[src/rtl/count_step_monitor.sv]
// count_step_monitor: watches an up/down counter and checks every step is +1, -1 or hold.
// Latency: all outputs registered, they reflect the step seen at edge k during cycle k+1.
// Backpressure: none; passive observer sampling count/upordown on every clock.
//
// Ports:
//   clk, reset      - clock shared with the counter; async active-low reset
//   cnt_reset       - the counter's own reset; re-arms the monitor and suppresses checks
//   upordown, count - counter direction (1 = up) and value under observation
//   clear           - synchronous clear of wrap_count / step_err (and min/max when enabled)
//   wrap_up/down    - one-cycle wrap pulses (MAX->0 / 0->MAX)
//   wrap_count      - saturating wrap tally, step_err - sticky illegal-step flag
//   armed           - a previous sample is held and steps are being checked
// Optional: define MONITOR_MINMAX_EN to add min_seen / max_seen outputs.
module count_step_monitor #(
  parameter int WIDTH  = 4,
  parameter int WRAP_W = 8
) (
  input  logic              clk,
  input  logic              reset,
  input  logic              cnt_reset,
  input  logic              upordown,
  input  logic [WIDTH-1:0]  count,
  input  logic              clear,
  output logic              wrap_up,
  output logic              wrap_down,
  output logic [WRAP_W-1:0] wrap_count,
  output logic              step_err,
  output logic              armed
`ifdef MONITOR_MINMAX_EN
  ,
  output logic [WIDTH-1:0]  min_seen,
  output logic [WIDTH-1:0]  max_seen
`endif
);

  localparam logic [WIDTH-1:0]  CNT_MAX  = '1;
  localparam logic [WIDTH-1:0]  CNT_ONE  = {{(WIDTH-1){1'b0}}, 1'b1};
  localparam logic [WRAP_W-1:0] WRAP_MAX = '1;
  localparam logic [WRAP_W-1:0] WRAP_ONE = {{(WRAP_W-1){1'b0}}, 1'b1};

  typedef enum logic {
    IDLE  = 1'b0,
    TRACK = 1'b1
  } state_t;

  state_t              state_q, state_d;
  logic [WIDTH-1:0]    prev_count_q, prev_count_d;
  logic                prev_dir_q, prev_dir_d;
  logic                wrap_up_q, wrap_up_d;
  logic                wrap_down_q, wrap_down_d;
  logic [WRAP_W-1:0]   wrap_count_q, wrap_count_d;
  logic                step_err_q, step_err_d;
`ifdef MONITOR_MINMAX_EN
  logic [WIDTH-1:0]    min_seen_q, min_seen_d;
  logic [WIDTH-1:0]    max_seen_q, max_seen_d;
`endif

  // Step classification against the previous sample. The direction that
  // produced the step is prev_dir, not the current upordown.
  logic [WIDTH-1:0] cnt_inc, cnt_dec;
  logic             step_up_ok, step_dn_ok, step_hold, hit_up, hit_dn;

  always_comb begin
    cnt_inc    = prev_count_q + CNT_ONE;
    cnt_dec    = prev_count_q - CNT_ONE;
    step_hold  = (count == prev_count_q);
    step_up_ok = prev_dir_q  && (count == cnt_inc);
    step_dn_ok = !prev_dir_q && (count == cnt_dec);
    hit_up     = step_up_ok && (prev_count_q == CNT_MAX);
    hit_dn     = step_dn_ok && (prev_count_q == '0);
  end

  always_comb begin
    state_d      = state_q;
    prev_count_d = prev_count_q;
    prev_dir_d   = prev_dir_q;
    wrap_up_d    = 1'b0;
    wrap_down_d  = 1'b0;
    wrap_count_d = wrap_count_q;
    step_err_d   = step_err_q;
`ifdef MONITOR_MINMAX_EN
    min_seen_d   = min_seen_q;
    max_seen_d   = max_seen_q;
`endif

    // A counter reset always re-arms and is never judged as a step.
    if (cnt_reset) begin
      state_d = IDLE;
    end else begin
      state_d      = TRACK;
      prev_count_d = count;
      prev_dir_d   = upordown;
      if (state_q == TRACK) begin
        if (!(step_up_ok || step_dn_ok || step_hold)) begin
          step_err_d = 1'b1;
        end
        wrap_up_d   = hit_up;
        wrap_down_d = hit_dn;
        if ((hit_up || hit_dn) && (wrap_count_q != WRAP_MAX)) begin
          wrap_count_d = wrap_count_q + WRAP_ONE;
        end
      end
`ifdef MONITOR_MINMAX_EN
      if (count < min_seen_q) min_seen_d = count;
      if (count > max_seen_q) max_seen_d = count;
`endif
    end

    // clear overrides anything detected on the same edge; pulses still go out.
    if (clear) begin
      wrap_count_d = '0;
      step_err_d   = 1'b0;
`ifdef MONITOR_MINMAX_EN
      min_seen_d   = CNT_MAX;
      max_seen_d   = '0;
`endif
    end
  end

  always_ff @(posedge clk or negedge reset) begin
    if (!reset) begin
      state_q      <= IDLE;
      prev_count_q <= '0;
      prev_dir_q   <= 1'b0;
      wrap_up_q    <= 1'b0;
      wrap_down_q  <= 1'b0;
      wrap_count_q <= '0;
      step_err_q   <= 1'b0;
`ifdef MONITOR_MINMAX_EN
      min_seen_q   <= CNT_MAX;
      max_seen_q   <= '0;
`endif
    end else begin
      state_q      <= state_d;
      prev_count_q <= prev_count_d;
      prev_dir_q   <= prev_dir_d;
      wrap_up_q    <= wrap_up_d;
      wrap_down_q  <= wrap_down_d;
      wrap_count_q <= wrap_count_d;
      step_err_q   <= step_err_d;
`ifdef MONITOR_MINMAX_EN
      min_seen_q   <= min_seen_d;
      max_seen_q   <= max_seen_d;
`endif
    end
  end

  assign wrap_up    = wrap_up_q;
  assign wrap_down  = wrap_down_q;
  assign wrap_count = wrap_count_q;
  assign step_err   = step_err_q;
  assign armed      = (state_q == TRACK);
`ifdef MONITOR_MINMAX_EN
  assign min_seen   = min_seen_q;
  assign max_seen   = max_seen_q;
`endif

endmodule
[config.mk]
export PLATFORM = sky130hd
export DESIGN_NAME = count_step_monitor
export DESIGN_NICKNAME = d
export VERILOG_FILES = /design/src/rtl/count_step_monitor.sv
export SDC_FILE = /design/constraint.sdc
export NUM_CORES = 1
export LEC_CHECK = 0
export ABC_CLOCK_PERIOD_IN_PS = 2980
export BUFFER_PORTS_ARGS = -buffer_cell sky130_fd_sc_hd__clkbuf_2
export CORE_UTILIZATION = 25
export CTS_CLUSTER_DIAMETER = 30
export DETAILED_ROUTE_END_ITERATION = 10
export GPL_ROUTABILITY_DRIVEN = 0
export PLACE_DENSITY = 0.5
export SYNTH_ARGS = -nofsm -noshare
export SYNTH_HDL_FRONTEND = slang
export SYNTH_SLANG_ARGS = --single-unit
export TNS_END_PERCENT = 20
[constraint.sdc]
create_clock -name clk -period 2.98 [get_ports clk]
set_input_delay 0.596 -clock clk [delete_from_list [all_inputs] [get_ports clk]]
set_output_delay 0.596 -clock clk [all_outputs]
set_load 0.1 [all_outputs]
==> impl_results.md, run 1 <==
* Status: finished clean
* Synth async-reset ratio at between 90% and 100%
* Startpoint class of the critical path: register
* Syn-to-layout area delta at 20.1%
* Setup-failing EPs final at 0
* Wire per inst at 12.2 um
* # H-tree levels at 1
* Post-Synthesis Cells at 92
* Total Routing Usage GR at about a tenth
* Cell internal pwr at approximately 370 uW
* Die H at 64.9 um
* Largest cells by area after synthesis: dfrtp_1 43%, xor2_1 8.9%, mux2_2 5.7%
* Sw power at around 150 uW
* # resized after CTS at 0
* Grt ovf at 0
* First-pass DRT Iterations at 4
* Syn Area/Cell at approximately 11 um^2
* Final Max Slew Viols at 0
* Worst vdd ir at 0.000105 V
* Die Area at about 4200 um^2
* CP max stage delay at ~0.47 ns
* Final Hold Fails at 0
* Part of the cycle the worst path needs at slightly below 90%
* Sequential Power Share at between 40% and 50%
* Netlist cell types at 29
* CTS Sinks at 17
* Hold Crit Class: in -> async
* Pwr dens at between 400 and 500 nW/um^2
* Clock slew at reported path FFs at around 0.070 ns
* Final Skew at between 0.0015 and 0.002 ns
* Crit path time final at 2.58 ns
* First-pass GRT wire length at roughly 3.3 mm
* Top cells by count, synth: 17 x dfrtp_1, 11 x nor2_1, 10 x xor2_1
* Slew @ Worst Pin at between 0.5 and 0.6 ns
* Yosys top cell area share at about 43%
* Top FF cell, synth: dfrtp_1
* Antenna Cells at 0
* CP top delay family: simple AND/OR/NAND/NOR gates
* Worst path cell trace: inv_1, ha_1, xnor2_1, or3_1, nor3_2, or2_1, and4bb_1, mux2_1
* Switching share of total power at just under 30%
* RSZ-0062 raised after global routing: no
* Die width at about 65 um
* I/O Buffers at 20
* FF+latch count, synth at 17
* Dpl ws at 0.422 ns
* Share of total power in combinational logic at a little under a fifth
* Placed wire-length estimate at 1.49 mm
* Worst path slowest cell: dfrtp_1
* DRT Wirelength at ~2.0 mm
* Post-CTS Hold Fix Bufs at 0
* Worst Reg2Reg Path Length in Cells at 8
* Buf+Inv Stages, Crit Path at 1
* Share of cells above drive strength 1 at 28.1%
* Antenna-violating nets left at 0
* Static Leak at ~0.57 nW
* Worst Setup End Kind: register
* CTS tree: yes
* Crit path kind: reg -> reg
* Max cap viols at 0
* Critical Path AT at between 2 and 3 ns
* Most common cell in the netlist: dfrtp_1
* WP data required at just over 3 ns
* CTS max path bufs at 2
* Core area at 3720 um^2
* Via-to-Cell Ratio at approximately 4.6
* Largest fanout on the critical path at 7
* Clock power frac at between 30% and 40%
* Post-Syn Area at a little under 1000 um^2
* Clock Root Buffer: clkbuf_8
* Synth Warn # at 0
* Vias after detailed routing at 753
* Largest net degree at the start of global routing at 18
* CTS Buf Count at 3
* Nets at about 130
* Drt drc at 0
* Setup_tns at 0 ns
* Vias in the first global route at ~700
* Initial core utilization at between 20% and 30%
* Syn Nets at between 100 and 150
* Slack of the critical path at 0.399 ns
* Worst slew margin at 64.1%
* Drt first-iter violations at 22
* Post-synth EDFFs at 0
* Initial antenna violation count at 0
* Peak Freq at between 300 and 400 MHz
* Worst path depth at 8
* Site Rows at 22
* I/O pin count at 21
* Clk Latency, worst-skew pair at roughly 0.25 ns
* Post-CTS Setup Repair Bufs at 0
* Part of the Yosys area used for sequential elements at between 40 and 50%
* Yosys top cell by area: dfrtp_1
-- placed cells by master (no fill, tap or decap) --
cell / instances
nor3_1: 5
inv_1: 3
a21oi_1: 2
mux2_1: 2
o21ai_0: 2
xor2_2: 1
and4bb_1: 2
nand4_1: 1
a211oi_1: 1
xnor2_1: 4
nand4b_1: 1
nor4b_4: 1
nor2b_1: 3
ha_1: 4
clkbuf_8: 3
clkinv_2: 1
mux2i_1: 1
nand2_1: 3
nor3_2: 1
o2111ai_1: 1
or3_1: 1
o32ai_1: 1
or2_1: 1
dfrtp_1: 17
nand3_1: 4
clkbuf_2: 20
xor2_1: 10
nor2_1: 11
mux2_2: 5
o41ai_1: 1
and4b_1: 1
-- metrics by stage --
stage / area [um^2] / total power [mW] / utilization, % / hold slack, ns / cells
floorplan: 988 / 0.324 / - / 0.300 / 92
global placement: 1140 / 0.348 / 30.7 / 0.484 / 158
detailed placement: 1140 / 0.351 / 30.7 / 0.500 / 158
CTS: 1190 / 0.527 / 32.0 / 0.288 / 162
global route: 1190 / 0.546 / 32.0 / 0.310 / 162
finish: 1190 / 0.519 / 32.0 / 0.277 / 162
-- path summary, 6_finish.rpt --
check | start | to | slack [ns]
worst max register to register | prev_count_q[0] | wrap_count[6] | 0.40
worst min register to register | step_err | step_err | 0.50
worst max-delay path | prev_count_q[0] | wrap_count[6] | 0.40
max in group asynchronous | reset | wrap_up | 2.40
worst min-delay path | reset | wrap_count[2] | 0.28
min in group clk | step_err | step_err | 0.50
-- routing by layer --
| layer | global-route usage (%) | wire (um) | share of wire, % | up-vias |
|---|---|---|---|---|
| li1 | - | - | - | 368 |
| met1 | 13.5 | 905 | 46 | 365 |
| met2 | 16.8 | 1010 | 51 | 18 |
| met3 | 1.58 | 46 | 2.3 | 2 |
| met4 | 4.17 | 24 | 1.2 | 0 |
| met5 | 0 | 0 | 0 | - |
-- worst register-to-register path, delay by kind of cell, from the launching register on --
kind	cells	cell delay (ns)
simple gates	4	1.12
flops	1	0.47
mux	1	0.32
fa+ha+maj	1	0.31
xor+xnor	1	0.14
buf+inv	1	0.11
-- cell type report --
cell class	count	area (um^2)
Fill cell	394	2530
Clock buffer	3	41.3
Clock inverter	1	5.00
Timing Repair Buffer	20	100
Inverter	3	11.3
Multi-Input combinational cell	70	544
Sequential cell	17	425
Tap cell	48	60.1
-- power by group through the flow --
stage / Combinational, mW / Clock, mW / Sequential, mW
after global routing: 0.104 / 0.189 / 0.253
after CTS: 0.0956 / 0.180 / 0.251
after global placement: 0.0928 / 0 / 0.255
after detailed placement: 0.0949 / 0 / 0.256
after floorplan: 0.0566 / 0 / 0.268
final: 0.0949 / 0.174 / 0.251
-- sequential cells by signal (all words and copies together) (netlist names) --
register	count
armed	1
prev_count_q	4
prev_dir_q	1
step_err	1
wrap_count	8
wrap_down	1
wrap_up	1
-- kinds of logic after synthesis --
logic type                 Yosys count  synth area share, %
xor gates and xnor gates            15                 14.1
muxes                                8                 8.99
and+or+nand+nor                     35                 21.5
DFF                                 17                 43.0
AOI/OAI and AO/OA                    8                 5.44
buffers and inverters                5                 1.90
adders and majority gates            4                 5.06
(Power assumes the default switching activity.)
==> run 2: changes to the inputs <==
CORE_ASPECT_RATIO = 2   (was not set)
==> run 2 against run 1 <==
Effect of this change: hold slack got worse by 0.0038 ns; clock power barely moved; sequential share of layout area fell by 0.075 points; utilization fell by 0.67 points; largest cell class unchanged.
==> impl_results.md, run 2 (synthesis gave the netlist of run 1 again) <==
* Worst path cell trace: inv_1, ha_1, xnor2_1, or3_1, nor3_2, or2_1, and4bb_1, mux2_1 (unchanged)
* Share of cells above drive strength 1 at 27.2% (was 28.1%)
* Critical Path AT at 2.67 ns (was 2.72 ns)
* Clk Latency, worst-skew pair at 0.25 ns (about the same)
* Share of total power in combinational logic at 18.1% (was 18.3%)
* Site Rows at 32 (was 22)
* Syn-to-layout area delta at 20.4% (was 20.1%)
* Worst path slowest cell: dfrtp_1 (unchanged)
* CTS max path bufs at 2 (unchanged)
* Switching share of total power at 29.3% (was 29.4%)
* Vias after detailed routing at 761 (was 753)
* Pwr dens at 439 nW/um^2 (was 437 nW/um^2)
* Worst slew margin at 64.1% (about the same)
* Slew @ Worst Pin at 0.541 ns (about the same)
* Largest fanout on the critical path at 7 (unchanged)
* Commonest non-fill, non-tap cell in the layout: clkbuf_2 (unchanged)
* Vias in the first global route at 762 (was 706)
* Post-CTS Setup Repair Bufs at 0 (unchanged)
* Post-CTS Hold Fix Bufs at 0 (unchanged)
* CTS tree: yes (unchanged)
* DRT Wirelength at 2.17 mm (was 1.98 mm)
* # H-tree levels at 1 (unchanged)
* Wire per inst at 13.2 um (was 12.2 um)
* First-pass DRT Iterations at 2 (was 4)
* Non-Filler Instances at 165 (was 162)
* CTS Buf Count at 3 (unchanged)
* Sw power at 153 uW (about the same)
* Wire length on met3 at 57 um (was 46 um)
* Worst vdd ir at 0.000151 V (was 0.000105 V)
* Top sig layer: met4 (unchanged)
* CP top delay family: simple AND/OR/NAND/NOR gates (unchanged)
* Nets at 128 (unchanged)
* Initial antenna violation count at 0 (unchanged)
* Worst Setup End Kind: register (unchanged)
* Buf+Inv Stages, Crit Path at 1 (unchanged)
* Grt ovf at 0 (unchanged)
* Commonest non-fill, non-tap cells in the layout: 20 x clkbuf_2, 17 x dfrtp_1, 11 x nor2_1 (unchanged)
* Crit path kind: reg -> reg (unchanged)
* Max cap viols at 0 (unchanged)
* CP max stage delay at 0.48 ns (was 0.47 ns)
* Largest register FFs at 8 (unchanged)
* WL met2 at 1.32 mm (was 1.01 mm)
* Sequential Power Share at 48.1% (was 48.3%)
* Cell internal pwr at 369 uW (was 367 uW)
* DP Cell Count at 161 (was 158)
* # resized after CTS at 0 (unchanged)
* Hold Crit Class: in -> async (unchanged)
* Final Hold Fails at 0 (unchanged)
* Total Routing Usage GR at 11.6% (was 10.3%)
* Met1 Wirelength at 734 um (was 905 um)
* Clock Root Buffer: clkbuf_8 (unchanged)
* Crit path time final at 2.54 ns (was 2.58 ns)
* Die Area at 4220 um^2 (was 4210 um^2)
* Part of the cycle the worst path needs at 85.1% (was 86.6%)
* Clock slew at reported path FFs at 0.07 ns (about the same)
* Peak Freq at 394 MHz (was 387 MHz)
* Static Leak at 0.562 nW (was 0.565 nW)
* Setup-failing EPs final at 0 (unchanged)
* Antenna-violating nets left at 0 (unchanged)
* Final Skew at 0.000991 ns (was 0.00199 ns)
* Post-Route Utilization at 31.3% (was 32.0%)
* I/O Buffers at 20 (unchanged)
* First-pass GRT wire length at 3.39 mm (was 3.33 mm)
* Status: finished clean (unchanged)
* Fill cells at 418 (was 394)
* Initial core utilization at 26.0% (was 26.6%)
* WP data required at 3.12 ns (was 3.11 ns)
* I/O pin count at 21 (unchanged)
* Pwr Total at 523 uW (was 519 uW)
* Core area at 3800 um^2 (was 3720 um^2)
* Startpoint class of the critical path: register (unchanged)
* Clock power frac at 33.8% (was 33.4%)
* Via-to-Cell Ratio at 4.61 (was 4.65)
* Final Max Slew Viols at 0 (unchanged)
* Drt first-iter violations at 11 (was 22)
* Setup_tns at 0 ns (unchanged)
* Die H at 90.9 um (was 64.9 um)
* Die width at 46.5 um (was 64.9 um)
* RSZ-0062 raised after global routing: no (unchanged)
* Placed wire-length estimate at 1.75 mm (was 1.49 mm)
* Drt drc at 0 (unchanged)
* CTS Sinks at 17 (unchanged)
* Antenna Cells at 0 (unchanged)
* Largest net degree at the start of global routing at 18 (unchanged)
[run 2: changes by cell type in the layout (fill, tap and decap cells not counted), sizes merged]
| cell | previous run | this run |
|---|---|---|
| clkbuf | 23 | 24 |
| clkinv | 1 | 0 |
[run 2: worst paths after layout]
kind                            startpoint  cells past startpoint       endpoint  slack, ns
setup / recovery           prev_count_q[0]                      8  wrap_count[4]       0.44
hold / removal                       reset                      1  wrap_count[7]       0.27
setup reg to reg           prev_count_q[0]                      8  wrap_count[4]       0.44
hold reg to reg                   step_err                      2       step_err       0.52
max in group asynchronous            reset                      1  wrap_count[0]       2.40
min in group clk                  step_err                      2       step_err       0.52
[run 2: layout make-up]
cell class	count	area (um^2)	share of cell area, %
sequential	17	425	35.8
tap	51	63.8	5.36
multi-input combinational	70	544	45.7
clock buffer	4	45.0	3.79
timing repair buffer	20	100	8.41
inverter	3	11.3	0.946
[run 2: stage by stage]
step / hold slack (ns) / cell area [um^2] / setup WS (ns)
floorplan: 0.300 / 988 / 0.648
global placement: 0.509 / 1140 / 0.544
detailed placement: 0.520 / 1140 / 0.469
CTS: 0.297 / 1190 / 0.454
global route: 0.307 / 1190 / 0.291
finish: 0.273 / 1190 / 0.445
[run 2: layer usage]
| layer | track usage, % | vias to the layer above |
|---|---|---|
| met2 | 22.3 | 16 |
| met5 | 0 | - |
| li1 | - | 367 |
| met4 | 6.62 | 0 |
| met1 | 9.73 | 373 |
| met3 | 1.80 | 5 |
[run 2: power by group through the flow]
| stage | sequential (mW) | clock (mW) | combinational (mW) |
|---|---|---|---|
| CTS | 0.251 | 0.184 | 0.0961 |
| finish | 0.252 | 0.176 | 0.0947 |
| global placement | 0.255 | 0 | 0.0937 |
| detailed placement | 0.256 | 0 | 0.0963 |
| floorplan | 0.268 | 0 | 0.0566 |
| global route | 0.253 | 0.191 | 0.103 |
[run 2: worst reg2reg max path: stages (launching register included)]
cell and delay (ns):
dfrtp_1 0.48, inv_1 0.10, ha_1 0.31, xnor2_1 0.14
or3_1 0.34, nor3_2 0.31, or2_1 0.20, and4bb_1 0.21
mux2_1 0.32
